==> config.mk <==
export PLATFORM = sky130hd
export DESIGN_NAME = bc_game_ctrl
export DESIGN_NICKNAME = d
export VERILOG_FILES = /design/src/rtl/bc_pkg.sv /design/src/rtl/bc_score.sv /design/src/rtl/bc_game_ctrl.sv
export SDC_FILE = /design/constraint.sdc
export NUM_CORES = 1
export LEC_CHECK = 0
export BUFFER_PORTS_ARGS = -buffer_cell sky130_fd_sc_hd__buf_2
export CAP_MARGIN = 10
export CELL_PAD_IN_SITES_DETAIL_PLACEMENT = 0
export CELL_PAD_IN_SITES_GLOBAL_PLACEMENT = 1
export CORE_MARGIN = 4
export CORE_UTILIZATION = 49
export CTS_CLUSTER_SIZE = 10
export DETAILED_ROUTE_END_ITERATION = 10
export GPL_TIMING_DRIVEN = 1
export PLACE_DENSITY = 0.95
export SLEW_MARGIN = 10
export SYNTH_ARGS = -nofsm -noshare
export SYNTH_HDL_FRONTEND = slang
export SYNTH_HIERARCHICAL = 1
export SYNTH_SLANG_ARGS = --single-unit
==> constraint.sdc <==
create_clock -name clk -period 12 [get_ports clk]
set_input_delay 1.2 -clock clk [delete_from_list [all_inputs] [get_ports clk]]
set_output_delay 1.2 -clock clk [all_outputs]
set_load 0.01 [all_outputs]
==> src/rtl/bc_pkg.sv <==
// Shared types, widths and the code-legality helper for the Bulls-and-Cows controller.
package bc_pkg;

   localparam int unsigned DIGIT_W = 4;
   localparam int unsigned CODE_W  = 16;
   localparam int unsigned SCORE_W = 4;

   typedef enum logic [2:0] {
      ST_IDLE  = 3'd0,
      ST_PLAY  = 3'd1,
      ST_SCORE = 3'd2,
      ST_WIN   = 3'd3,
      ST_LOSE  = 3'd4
   } state_t;

   // A code is legal when every digit is BCD (0..9) and no digit repeats.
   function automatic logic code_legal(input logic [CODE_W-1:0] code);
      logic               ok;
      logic [DIGIT_W-1:0] di;
      ok = 1'b1;
      for (int i = 0; i < 4; i++) begin
         di = code[DIGIT_W*i +: DIGIT_W];
         if (di > 4'd9) ok = 1'b0;
         for (int j = i + 1; j < 4; j++) begin
            if (di == code[DIGIT_W*j +: DIGIT_W]) ok = 1'b0;
         end
      end
      return ok;
   endfunction

endpackage

==> src/rtl/bc_score.sv <==
// Combinational strike/ball scorer for two 4-digit BCD codes.
module bc_score
   import bc_pkg::*;
(
   input  logic [CODE_W-1:0]  guess,
   input  logic [CODE_W-1:0]  answer,
   output logic [SCORE_W-1:0] strike,
   output logic [SCORE_W-1:0] ball
);

   // Same digit in the same position is a strike; in a different position it is a ball.
   always_comb begin
      strike = '0;
      ball   = '0;
      for (int i = 0; i < 4; i++) begin
         for (int j = 0; j < 4; j++) begin
            if (guess[DIGIT_W*i +: DIGIT_W] == answer[DIGIT_W*j +: DIGIT_W]) begin
               if (i == j) strike = strike + 4'd1;
               else        ball   = ball + 4'd1;
            end
         end
      end
   end

endmodule

==> src/rtl/bc_game_ctrl.sv <==
// Bulls-and-Cows round controller: latches the answer, accepts and scores guesses,
// counts attempts and reports win/loss.
module bc_game_ctrl
   import bc_pkg::*;
#(
   parameter int unsigned MAX_TRIES  = 10,
   parameter int unsigned NUM_DIGITS = 4
) (
   input  logic                            clk,
   input  logic                            rst_n,
   input  logic                            start,
   input  logic                            abort,
   input  logic [NUM_DIGITS*DIGIT_W-1:0]   answer_in,
   input  logic                            guess_valid,
   input  logic [NUM_DIGITS*DIGIT_W-1:0]   guess,
   output logic                            guess_ready,
   output logic                            result_valid,
   output logic [SCORE_W-1:0]              res_strike,
   output logic [SCORE_W-1:0]              res_ball,
   output logic                            guess_err,
   output logic                            ans_err,
   output logic [3:0]                      tries,
   output logic                            game_won,
   output logic                            game_over,
   output logic [2:0]                      state_o
);

   localparam logic [3:0] MaxTries = 4'(MAX_TRIES);

   state_t              state_q, state_d;
   logic [CODE_W-1:0]   answer_q, guess_q;
   logic [3:0]          tries_q, tries_inc;
   logic [SCORE_W-1:0]  res_strike_q, res_ball_q;
   logic [SCORE_W-1:0]  sc_strike, sc_ball;
   logic                result_valid_q, guess_err_q, ans_err_q;
   logic                answer_ok, guess_ok, handshake;
   logic                load_game, take_guess, do_score, bad_guess, bad_start;

   bc_score u_score (
      .guess  (guess_q),
      .answer (answer_q),
      .strike (sc_strike),
      .ball   (sc_ball)
   );

   assign answer_ok = code_legal(answer_in);
   assign guess_ok  = code_legal(guess);
   assign tries_inc = tries_q + 4'd1;

   // Abort blocks the handshake so a guess is never half-taken while the game is torn down.
   assign guess_ready = (state_q == ST_PLAY) & ~abort;
   assign handshake   = guess_valid & guess_ready;

   // Next-state and per-cycle update strobes; abort overrides everything.
   always_comb begin
      state_d    = state_q;
      load_game  = 1'b0;
      take_guess = 1'b0;
      do_score   = 1'b0;
      bad_guess  = 1'b0;
      bad_start  = 1'b0;
      case (state_q)
         ST_IDLE, ST_WIN, ST_LOSE: begin
            if (start) begin
               if (answer_ok) begin
                  load_game = 1'b1;
                  state_d   = ST_PLAY;
               end else begin
                  bad_start = 1'b1;
               end
            end
         end
         ST_PLAY: begin
            if (handshake) begin
               if (guess_ok) begin
                  take_guess = 1'b1;
                  state_d    = ST_SCORE;
               end else begin
                  bad_guess = 1'b1;
               end
            end
         end
         ST_SCORE: begin
            do_score = 1'b1;
            if (sc_strike == 4'd4)         state_d = ST_WIN;
            else if (tries_inc == MaxTries) state_d = ST_LOSE;
            else                            state_d = ST_PLAY;
         end
         default: state_d = ST_IDLE;
      endcase
      if (abort) begin
         state_d    = ST_IDLE;
         load_game  = 1'b0;
         take_guess = 1'b0;
         do_score   = 1'b0;
         bad_guess  = 1'b0;
         bad_start  = 1'b0;
      end
   end

   // State, game data and registered result/error pulses.
   always_ff @(posedge clk or negedge rst_n) begin
      if (!rst_n) begin
         state_q        <= ST_IDLE;
         answer_q       <= '0;
         guess_q        <= '0;
         tries_q        <= '0;
         res_strike_q   <= '0;
         res_ball_q     <= '0;
         result_valid_q <= 1'b0;
         guess_err_q    <= 1'b0;
         ans_err_q      <= 1'b0;
      end else begin
         state_q        <= state_d;
         result_valid_q <= do_score;
         guess_err_q    <= bad_guess;
         ans_err_q      <= bad_start;
         if (load_game) begin
            answer_q     <= answer_in;
            tries_q      <= '0;
            res_strike_q <= '0;
            res_ball_q   <= '0;
         end
         if (take_guess) guess_q <= guess;
         if (do_score) begin
            res_strike_q <= sc_strike;
            res_ball_q   <= sc_ball;
            tries_q      <= tries_inc;
         end
         if (abort) tries_q <= '0;
      end
   end

   assign result_valid = result_valid_q;
   assign res_strike   = res_strike_q;
   assign res_ball     = res_ball_q;
   assign guess_err    = guess_err_q;
   assign ans_err      = ans_err_q;
   assign tries        = tries_q;
   assign game_won     = (state_q == ST_WIN);
   assign game_over    = (state_q == ST_WIN) | (state_q == ST_LOSE);
   assign state_o      = state_q;

endmodule

# Word level (Yosys, flattened, before mapping)

Index checks and enable logic that the tools add are counted.

Logic and storage cells: 146
Output and inout port bits: 21
Bits in registers: 50
Input bits: 37

Reduce and logical (&&, ||, !) cells: 5
Muxes and demuxes: 67
Equality and inequality tests: 38
Bitwise operators: 4
Order comparisons: 8
Add/sub/neg operators: 15

Operators by type and width:

| cell                  | count |
|---|---|
| $eq A4 B4 Y1          | 28 |
| $mux W4               | 19 |
| $add A4 B1 Y4 const B | 13 |
| $mux W1               | 40 |
| $gt A4 B4 Y1 const B  | 8 |
| $mux W3               | 7 |
| $ne A3 B3 Y1 const B  | 4 |
| $pmux W3 S3           | 1 |
| $eq A3 B2 Y1 const B  | 2 |
| $add A1 B1 Y2 const B | 2 |
| $eq A4 B3 Y1 const B  | 1 |
| $eq A4 B4 Y1 const B  | 1 |
| $reduce_and A4 Y1     | 1 |
| $eq A3 B1 Y1 const B  | 1 |
| $eq A3 B3 Y1 const B  | 1 |
| $logic_not A3 Y1      | 1 |
| $reduce_bool A3 Y1    | 1 |
| $reduce_or A3 Y1      | 1 |
| $and A1 B1 Y1         | 2 |
| $reduce_bool A2 Y1    | 1 |
| $not A1 Y1            | 1 |
| $or A1 B1 Y1          | 1 |

# Logic depth before layout (Yosys ltp)

Gate-level depths: netlist of the first run.

Word-level depth: 25
Depth in mapped cells: 41
Mapped depth without buffers: 40

# Hierarchy

The synthesis of the first run kept the hierarchy.

By module, submodules not included:

| module       | cells an instance | times used | area each (µm²) | seq. area each (µm²) |
|---|---|---|---|---|
| bc_game_ctrl | 235               | 1          | 2677.6          | 1251.2 |
| bc_score     | 240               | 1          | 1889.3          | 0.0 |

# Worst setup path after synthesis of the first run

OpenSTA, ideal clock, no wires.

Kind: reg-to-reg
Start point: reg guess_q[1]
End point: reg res_ball_q[3] (netlist: res_ball[3])
Data arrival time: 6.889 ns
Buffers on the path: 1
Clock period less this slack: 7.034 ns
Setup slack: 4.966 ns
Library setup time: 0.145 ns
Data required time: 11.855 ns
Stages on the path, launching flop included: 39
Cell sequence: dfrtp_1 > clkbuf_1 > xnor2_1 > and4_1 > ha_1 > xnor2_2 > inv_1 > ha_1 > nand2_1 > a21boi_0 > inv_1 > ha_1 > inv_1 > mux2i_1 > ha_1 > o21ai_0 > nor2_1 > ha_1 > (+3 left out) > nand2_1 > o21a_1 > o31a_1 > inv_1 > ha_1 > and2_1 > nor2_1 > inv_1 > ha_1 > and2_1 > o21bai_1 > ha_1 > xor3_2 > nand3_1 > a21oi_2 > xnor3_1 > nand2_1 > o21ai_0

Longest elaborated chain between the ends: 25
Elaborated cells on any way between the ends: 27
Those cells by class: 11 x add/sub; 3 x eq/ne; 13 x mux

Ends and longest elaborated chain:

| item                   | line                | source |
|---|---|---|
| from (decl)            | bc_game_ctrl.sv:31  | `logic [CODE_W-1:0] answer_q, guess_q;` |
| from (signal assigned) | bc_game_ctrl.sv:124 | `if (take_guess) guess_q <= guess;` |
| $eq A4 B4 Y1           | bc_score.sv:17      | `if (guess[DIGIT_W*i +: DIGIT_W] == answer[DIGIT_W*j +: DIGIT_W]) begin` |
| $mux W1                | bc_score.sv:17      |  |
| $add A1 B1 Y2          | bc_score.sv:19      | `else ball = ball + 4'd1;` |
| $mux W4                | bc_score.sv:17      |  |
| $add A4 B1 Y4          | bc_score.sv:19      |  |
| $mux W4 *              | bc_score.sv:17      |  |
| $add A4 B1 Y4          | bc_score.sv:19      |  |
| $mux W4 *              | bc_score.sv:17      |  |
| (+10 left out)         | n/a                 |  |
| $add A4 B1 Y4          | bc_score.sv:19      |  |
| $mux W4 *              | bc_score.sv:17      |  |
| $add A4 B1 Y4          | bc_score.sv:19      |  |
| $mux W4 *              | bc_score.sv:17      |  |
| $add A4 B1 Y4          | bc_score.sv:19      |  |
| $mux W4 *              | bc_score.sv:17      |  |
| named net sc_ball[3]   | bc_game_ctrl.sv:34  | `logic [SCORE_W-1:0] sc_strike, sc_ball;` |
| $mux W4 *              | bc_game_ctrl.sv:125 | `if (do_score) begin` |
| to (signal assigned)   | bc_game_ctrl.sv:127 | `res_ball_q <= sc_ball;` |
| to (decl)              | bc_game_ctrl.sv:33  | `logic [SCORE_W-1:0] res_strike_q, res_ball_q;` |

Mark *: on every way through the listed nets, which the timed path passes. The rest lies on a longest branch.
A chain may end at the register's enable or synchronous reset.

# Final worst setup path of the first run

Start point: reg answer_q[5]
End point: reg res_ball_q[3] (netlist: res_ball[3])

Longest elaborated chain between the ends: 25
Elaborated cells on any way between the ends: 27
Those cells by class: 11 x add/sub; 3 x eq/ne; 13 x mux

Ends and longest elaborated chain:

| item                   | line                | source |
|---|---|---|
| from (decl)            | bc_game_ctrl.sv:31  |  |
| from (signal assigned) | bc_game_ctrl.sv:119 | `answer_q <= answer_in;` |
| $eq A4 B4 Y1           | bc_score.sv:17      |  |
| $mux W1                | bc_score.sv:17      |  |
| $add A1 B1 Y2          | bc_score.sv:19      |  |
| $mux W4                | bc_score.sv:17      |  |
| $add A4 B1 Y4          | bc_score.sv:19      |  |
| $mux W4                | bc_score.sv:17      |  |
| $add A4 B1 Y4          | bc_score.sv:19      |  |
| $mux W4                | bc_score.sv:17      |  |
| (+10 left out)         | n/a                 |  |
| $add A4 B1 Y4          | bc_score.sv:19      |  |
| $mux W4                | bc_score.sv:17      |  |
| $add A4 B1 Y4          | bc_score.sv:19      |  |
| $mux W4 *              | bc_score.sv:17      |  |
| $add A4 B1 Y4          | bc_score.sv:19      |  |
| $mux W4 *              | bc_score.sv:17      |  |
| named net sc_ball[3]   | bc_game_ctrl.sv:34  |  |
| $mux W4 *              | bc_game_ctrl.sv:125 |  |

Marked as above.

==> results_dict.tcl, run 1 <==
set metrics [dict create \
    clk_latency_ps 310 \
    yosysUniqueCellTypes 62 \
    startpoint_type "register" \
    drtPass1Iterations 4 \
    num-nets-final 582 \
    synth_area_per_cell_um2 9.61 \
    grtUsageTotal_pct 19.5 \
    min_period_ps 7600 \
    wl_per_cell_um 16.4 \
    slew_headroom_pct 38.2 \
    ys_top_cells_by_count "xor2_1 (75), xnor2_1 (65), dfrtp_1 (50)" \
    min_to "res_strike[0]" \
    grt_pass1_vias 3599 \
    ys.flop_type "dfrtp_1" \
    path_max_fanout 5 \
    ys_warn_count 6 \
    seq_area_frac_synth_pct 27.4 \
    overflow 0 \
    drc 0 \
    hold_depth 2 \
    gp_congestion 0.899 \
    syn_inst 475 \
    dieArea_mm2 0.0109 \
    critical_path_class "register to register" \
    cts_buffers 5 \
    cts_resized 0 \
    max-clock-path-buffers 2 \
    initial_core_util_pct 51.4 \
    ant_nets 0 \
    antenna_found_initial 0 \
    die_h_um 105 \
    arrival_ps 7770 \
    coreArea_mm2 0.00889 \
    cp_slowest_cell "dfrtp_1" \
    grt_pass1_wl_um 17900 \
    vias_per_cell 5.74 \
    min_from "res_strike[0]" \
    r2r_start "answer_q[5]" \
    reg2reg_setup_slack_ps 4400 \
    dpl_cell_area_mm2 0.00492 \
    cts_num_sinks 50 \
    synth_edf_count 0 \
    vias 3662 \
    htreeDepth 2 \
    syn_to_final_growth_pct 10.1 \
    max-cap-violations 0 \
    cpPeakStageDelay_ps 470 \
    hold_violations 0 \
    ys_ff_latch 50 \
    diodes 0 \
    setup-tns-final_ps 0 \
    fin_util_pct 56.6 \
    synth_most_common_cell "xor2_1" \
    worstRegToRegCells 37 \
    dp_hpwl_um 8250 \
    cts_tree "done" \
    cts_root_buffer "clkbuf_8" \
    ioPinCount 58 \
    hp-class "register to register" \
    crit_path_end_kind "register" \
    status "finished clean" \
    grt_start_max_net_pins 51 \
    slew_viol_final 0 \
    drt_iter0_markers 151 \
    drive_above_1_share_pct 21.7 \
    final_cells 638 \
    yosysTopAreaCell "dfrtp_1" \
    port_buffers 57 \
    synth_top_area_share_pct 27.4 \
    required_ps 12170 \
    ctsHoldBuffers 0 \
    async_flop_share_pct 100 \
    fmax_mhz 132 \
    cp_common_cell "ha_1" \
    placed_cells 630 \
    reg2reg_to "res_ball[3]" \
    finClkSkew_ps 9.80 \
    synth_area_mm2 0.00457 \
    mappedNetlistNets 528 \
    fin_crit_sh_pct 63.4 \
    rsz0062_at_grt "no" \
    die_w_um 105 \
    tightest_slew_ps 920 \
    clk_pin_slew_ps 90 \
    num_rows 34 \
    postCtsSetupRepairBufs 0 \
    synthTopCellsByArea "dfrtp_1 (27%), xor2_1 (14%), xnor2_1 (12%)" \
    final_cell_area_mm2 0.00503 \
    setup_viol 0 \
    routed_wl_um 10400 \
]
## cell type report
type                            count  area, um2
Timing Repair Buffer               59        303
Tap cell                          108        135
Multi-Input combinational cell    394       3160
Clock buffer                        7       76.3
Clock inverter                      1       30.0
Inverter                           19       71.3
Sequential cell                    50       1250
Fill cell                         758       3860
## worst max-delay path, delay by kind of cell, from the launching register on
family,cells,cell delay (ps)
adder cells (fa/ha/maj),9,2600
multiplexers,1,210
XOR/XNOR,4,1220
AO/OA/AOI/OAI,8,1440
AND/OR/NAND/NOR,10,1200
buffers and inverters,5,320
flip-flops,1,470
## sequential cells by signal (all words and copies together) (netlist names)
register / cells
ans_err: 1
answer_q: 16
guess_err: 1
guess_q: 16
res_ball: 4
res_strike: 4
result_valid: 1
state_o: 3
tries: 4
## cell families (layout without fill, tap and decap cells)
| group | after synthesis | after routing | share of synthesized area [%] |
|---|---|---|---|
| AO/OA/AOI/OAI | 65 | 65 | 9.37 |
| multiplexers | 40 | 40 | 10.6 |
| AND/OR/NAND/NOR | 127 | 127 | 15.6 |
| buffers and inverters | 31 | 86 | 3.34 |
| adder cells (fa/ha/maj) | 16 | 16 | 4.38 |
| other | 1 | 1 | 0.0821 |
| flip-flops | 50 | 50 | 27.4 |
| XOR/XNOR | 145 | 145 | 29.2 |
## through the flow
stage / setup WS [ps] / hold WS, ps
2_1_floorplan: 4970 / 479
3_3_place_gp: 4730 / 520
3_5_place_dp: 4430 / 521
4_1_cts: 4430 / 533
5_1_grt: 3750 / 556
6_report: 4400 / 526
## worst max-delay path by stage
stage           startpoint           to
2_1_floorplan   guess_q[1]  res_ball[3]
3_3_place_gp    guess_q[0]  res_ball[3]
3_5_place_dp   answer_q[5]  res_ball[3]
4_1_cts        answer_q[5]  res_ball[3]
5_1_grt        answer_q[6]  res_ball[3]
6_report       answer_q[5]  res_ball[3]
## cell usage in the layout (no fill, tap or decap), types with 2 or more instances in the layout
| cell type | instances |
|---|---|
| a211oi_1 | 5 |
| a21boi_0 | 2 |
| a21o_1 | 2 |
| a21oi_1 | 7 |
| a22oi_1 | 2 |
| a31oi_1 | 3 |
| a41oi_1 | 3 |
| and2_1 | 4 |
| and3_1 | 3 |
| and4_1 | 5 |
| buf_2 | 56 |
| buf_4 | 3 |
| clkbuf_1 | 2 |
| clkbuf_8 | 5 |
| dfrtp_1 | 50 |
| ha_1 | 16 |
| inv_1 | 18 |
| mux2_2 | 26 |
| mux2_4 | 10 |
| mux2i_1 | 4 |
| nand2_1 | 35 |
| nand2b_1 | 3 |
| nand3_1 | 8 |
| nand4_1 | 14 |
| nor2_1 | 16 |
| nor2b_1 | 3 |
| nor3_1 | 5 |
| nor4_1 | 17 |
| nor4_2 | 4 |
| o211ai_1 | 4 |
| o21a_1 | 2 |
| o21ai_0 | 21 |
| o22ai_1 | 3 |
| o31ai_1 | 2 |
| or2_2 | 2 |
| xnor2_1 | 65 |
| xor2_1 | 75 |
## per-layer routing
| metal | part of all wire, % | track usage [%] |
|---|---|---|
| met1 | 45 | 25.5 |
| met2 | 49 | 33.6 |
| met3 | 2.7 | 1.60 |
| met4 | 2.7 | 7.31 |
| met5 | 0 | 0 |
Power of run 1 is not shown: default switching activity piles up to over one toggle a cycle in this logic, so the estimate is an artifact.
==> run 2, diff against run 1 <==
- CORE_UTILIZATION: 49 -> 46
- PLACE_DENSITY: 0.95 -> 0.93
- clock period: 12 -> 7.2 ns (I/O delays scaled with it)
==> results_dict.tcl, run 2 (synthesis results as in run 1) <==
set metrics [dict create \
    fin_crit_sh_pct 94.3 \
    final_common_cell "xor2_1" \
    overflow 0 \
    gp_congestion 0.862 \
    htreeDepth 2 \
    slew_headroom_pct 35.3 \
    vias 3825 \
    drc 0 \
    slew_viol_final 0 \
    final_cell_mix "xor2_1 (74), xnor2_1 (63), buf_2 (57), dfrtp_1 (40), nand2_1 (35)" \
    grt_pass1_wl_um 17700 \
    port_buffers 57 \
    grt_start_max_net_pins 51 \
    status "finished clean" \
    startpoint "guess_q[0]" \
    ant_nets 0 \
    drt_iter0_markers 195 \
    diodes 0 \
    setup_viol 0 \
    required_ps 7370 \
    finClkSkew_ps 3.29 \
    die_h_um 108 \
    hp-class "primary input to async pin" \
    vias_per_cell 5.54 \
    clk_pin_slew_ps 100 \
    ctsHoldBuffers 0 \
    cp_slowest_cell "dfrtp_2" \
    path_max_fanout 5 \
    cts_tree "done" \
    grt_pass1_vias 3663 \
    antenna_found_initial 0 \
    fin_util_pct 55.3 \
    cts_num_sinks 50 \
    max-clock-path-buffers 2 \
    top_regs "answer_q: 16 flops, guess_q: 16 flops" \
    drive_above_1_share_pct 29.9 \
    cp_common_cell "ha_1" \
    num_rows 36 \
    dp_hpwl_um 8250 \
    syn_to_final_growth_pct 17.9 \
    min_period_ps 6790 \
    holdWs_ps 288 \
    cpPeakStageDelay_ps 480 \
    cts_root_buffer "clkbuf_8" \
    drtPass1Iterations 4 \
    clk_latency_ps 310 \
    max-cap-violations 0 \
    fmax_mhz 147 \
    arrival_ps 6960 \
    grtUsageTotal_pct 18.6 \
    startpoint_type "register" \
    wl_per_cell_um 15.8 \
    num-nets-final 610 \
    die_w_um 108 \
    dieArea_mm2 0.0116 \
    routed_wl_um 10900 \
    setup-tns-final_ps 0 \
    r2r_start "guess_q[0]" \
    cts_buffers 5 \
    hold_violations 0 \
    tightest_slew_ps 961 \
    crit_path_end_kind "register" \
    initial_core_util_pct 46.9 \
    coreArea_mm2 0.00973 \
    critical_path_class "register to register" \
    ioPinCount 58 \
]
run 2: final timing paths:
kind	depth (start not counted)	endpoint	slack, ps
min in group clk	2	res_ball[0]	530
worst min-delay path	1	res_ball[2]	290
max in group asynchronous	2	guess_q[1]	6400
worst max-delay path	37	res_ball[3]	410
worst min register to register	2	res_ball[0]	530
worst max register to register	37	res_ball[3]	410
run 2: metal layers:
layer | track usage (%) | up-vias | part of all wire, % | wire (um)
met4 | 5.50 | 0 | 2.7 | 296
met2 | 31.9 | 91 | 51 | 5530
met1 | 24.9 | 1876 | 43 | 4740
li1 | - | 1836 | - | -
met5 | 0 | - | 0 | 0
met3 | 1.38 | 22 | 3.5 | 382
run 2: timing repair:
item                                    CTS  global route
endpoints found under the setup margin    0             3
setup buffers                             0            18
gates resized for setup                   0            27
run 2: layout make-up:
class | count | area [um2]
multi-input cells | 394 | 3240
inverters | 19 | 71.3
well taps | 133 | 166
fillers | 871 | 4350
repair buffers | 87 | 523
clock inverters | 3 | 47.5
clock buffers | 5 | 68.8
flip-flops and latches | 50 | 1260
run 2: worst max-delay path, delay by kind of cell (launching register included):
family / cells / cell delay (ps)
AND/OR/NAND/NOR: 10 / 1180
XOR/XNOR: 2 / 650
buffers and inverters: 5 / 270
multiplexers: 2 / 380
AO/OA/AOI/OAI: 10 / 1510
flip-flops: 1 / 480
adder cells (fa/ha/maj): 8 / 2190
run 2: metrics by stage:
stage | instance area (um2) | worst slack (ps) | instances
global route | 5380 | -64.3 | 691
global placement | 5020 | 288 | 664
CTS | 5140 | 34.7 | 672
detailed placement | 5020 | 65.4 | 664
floorplan | 4570 | 166 | 475
finish | 5380 | 410 | 691
Power of run 2 is left out for the same reason.
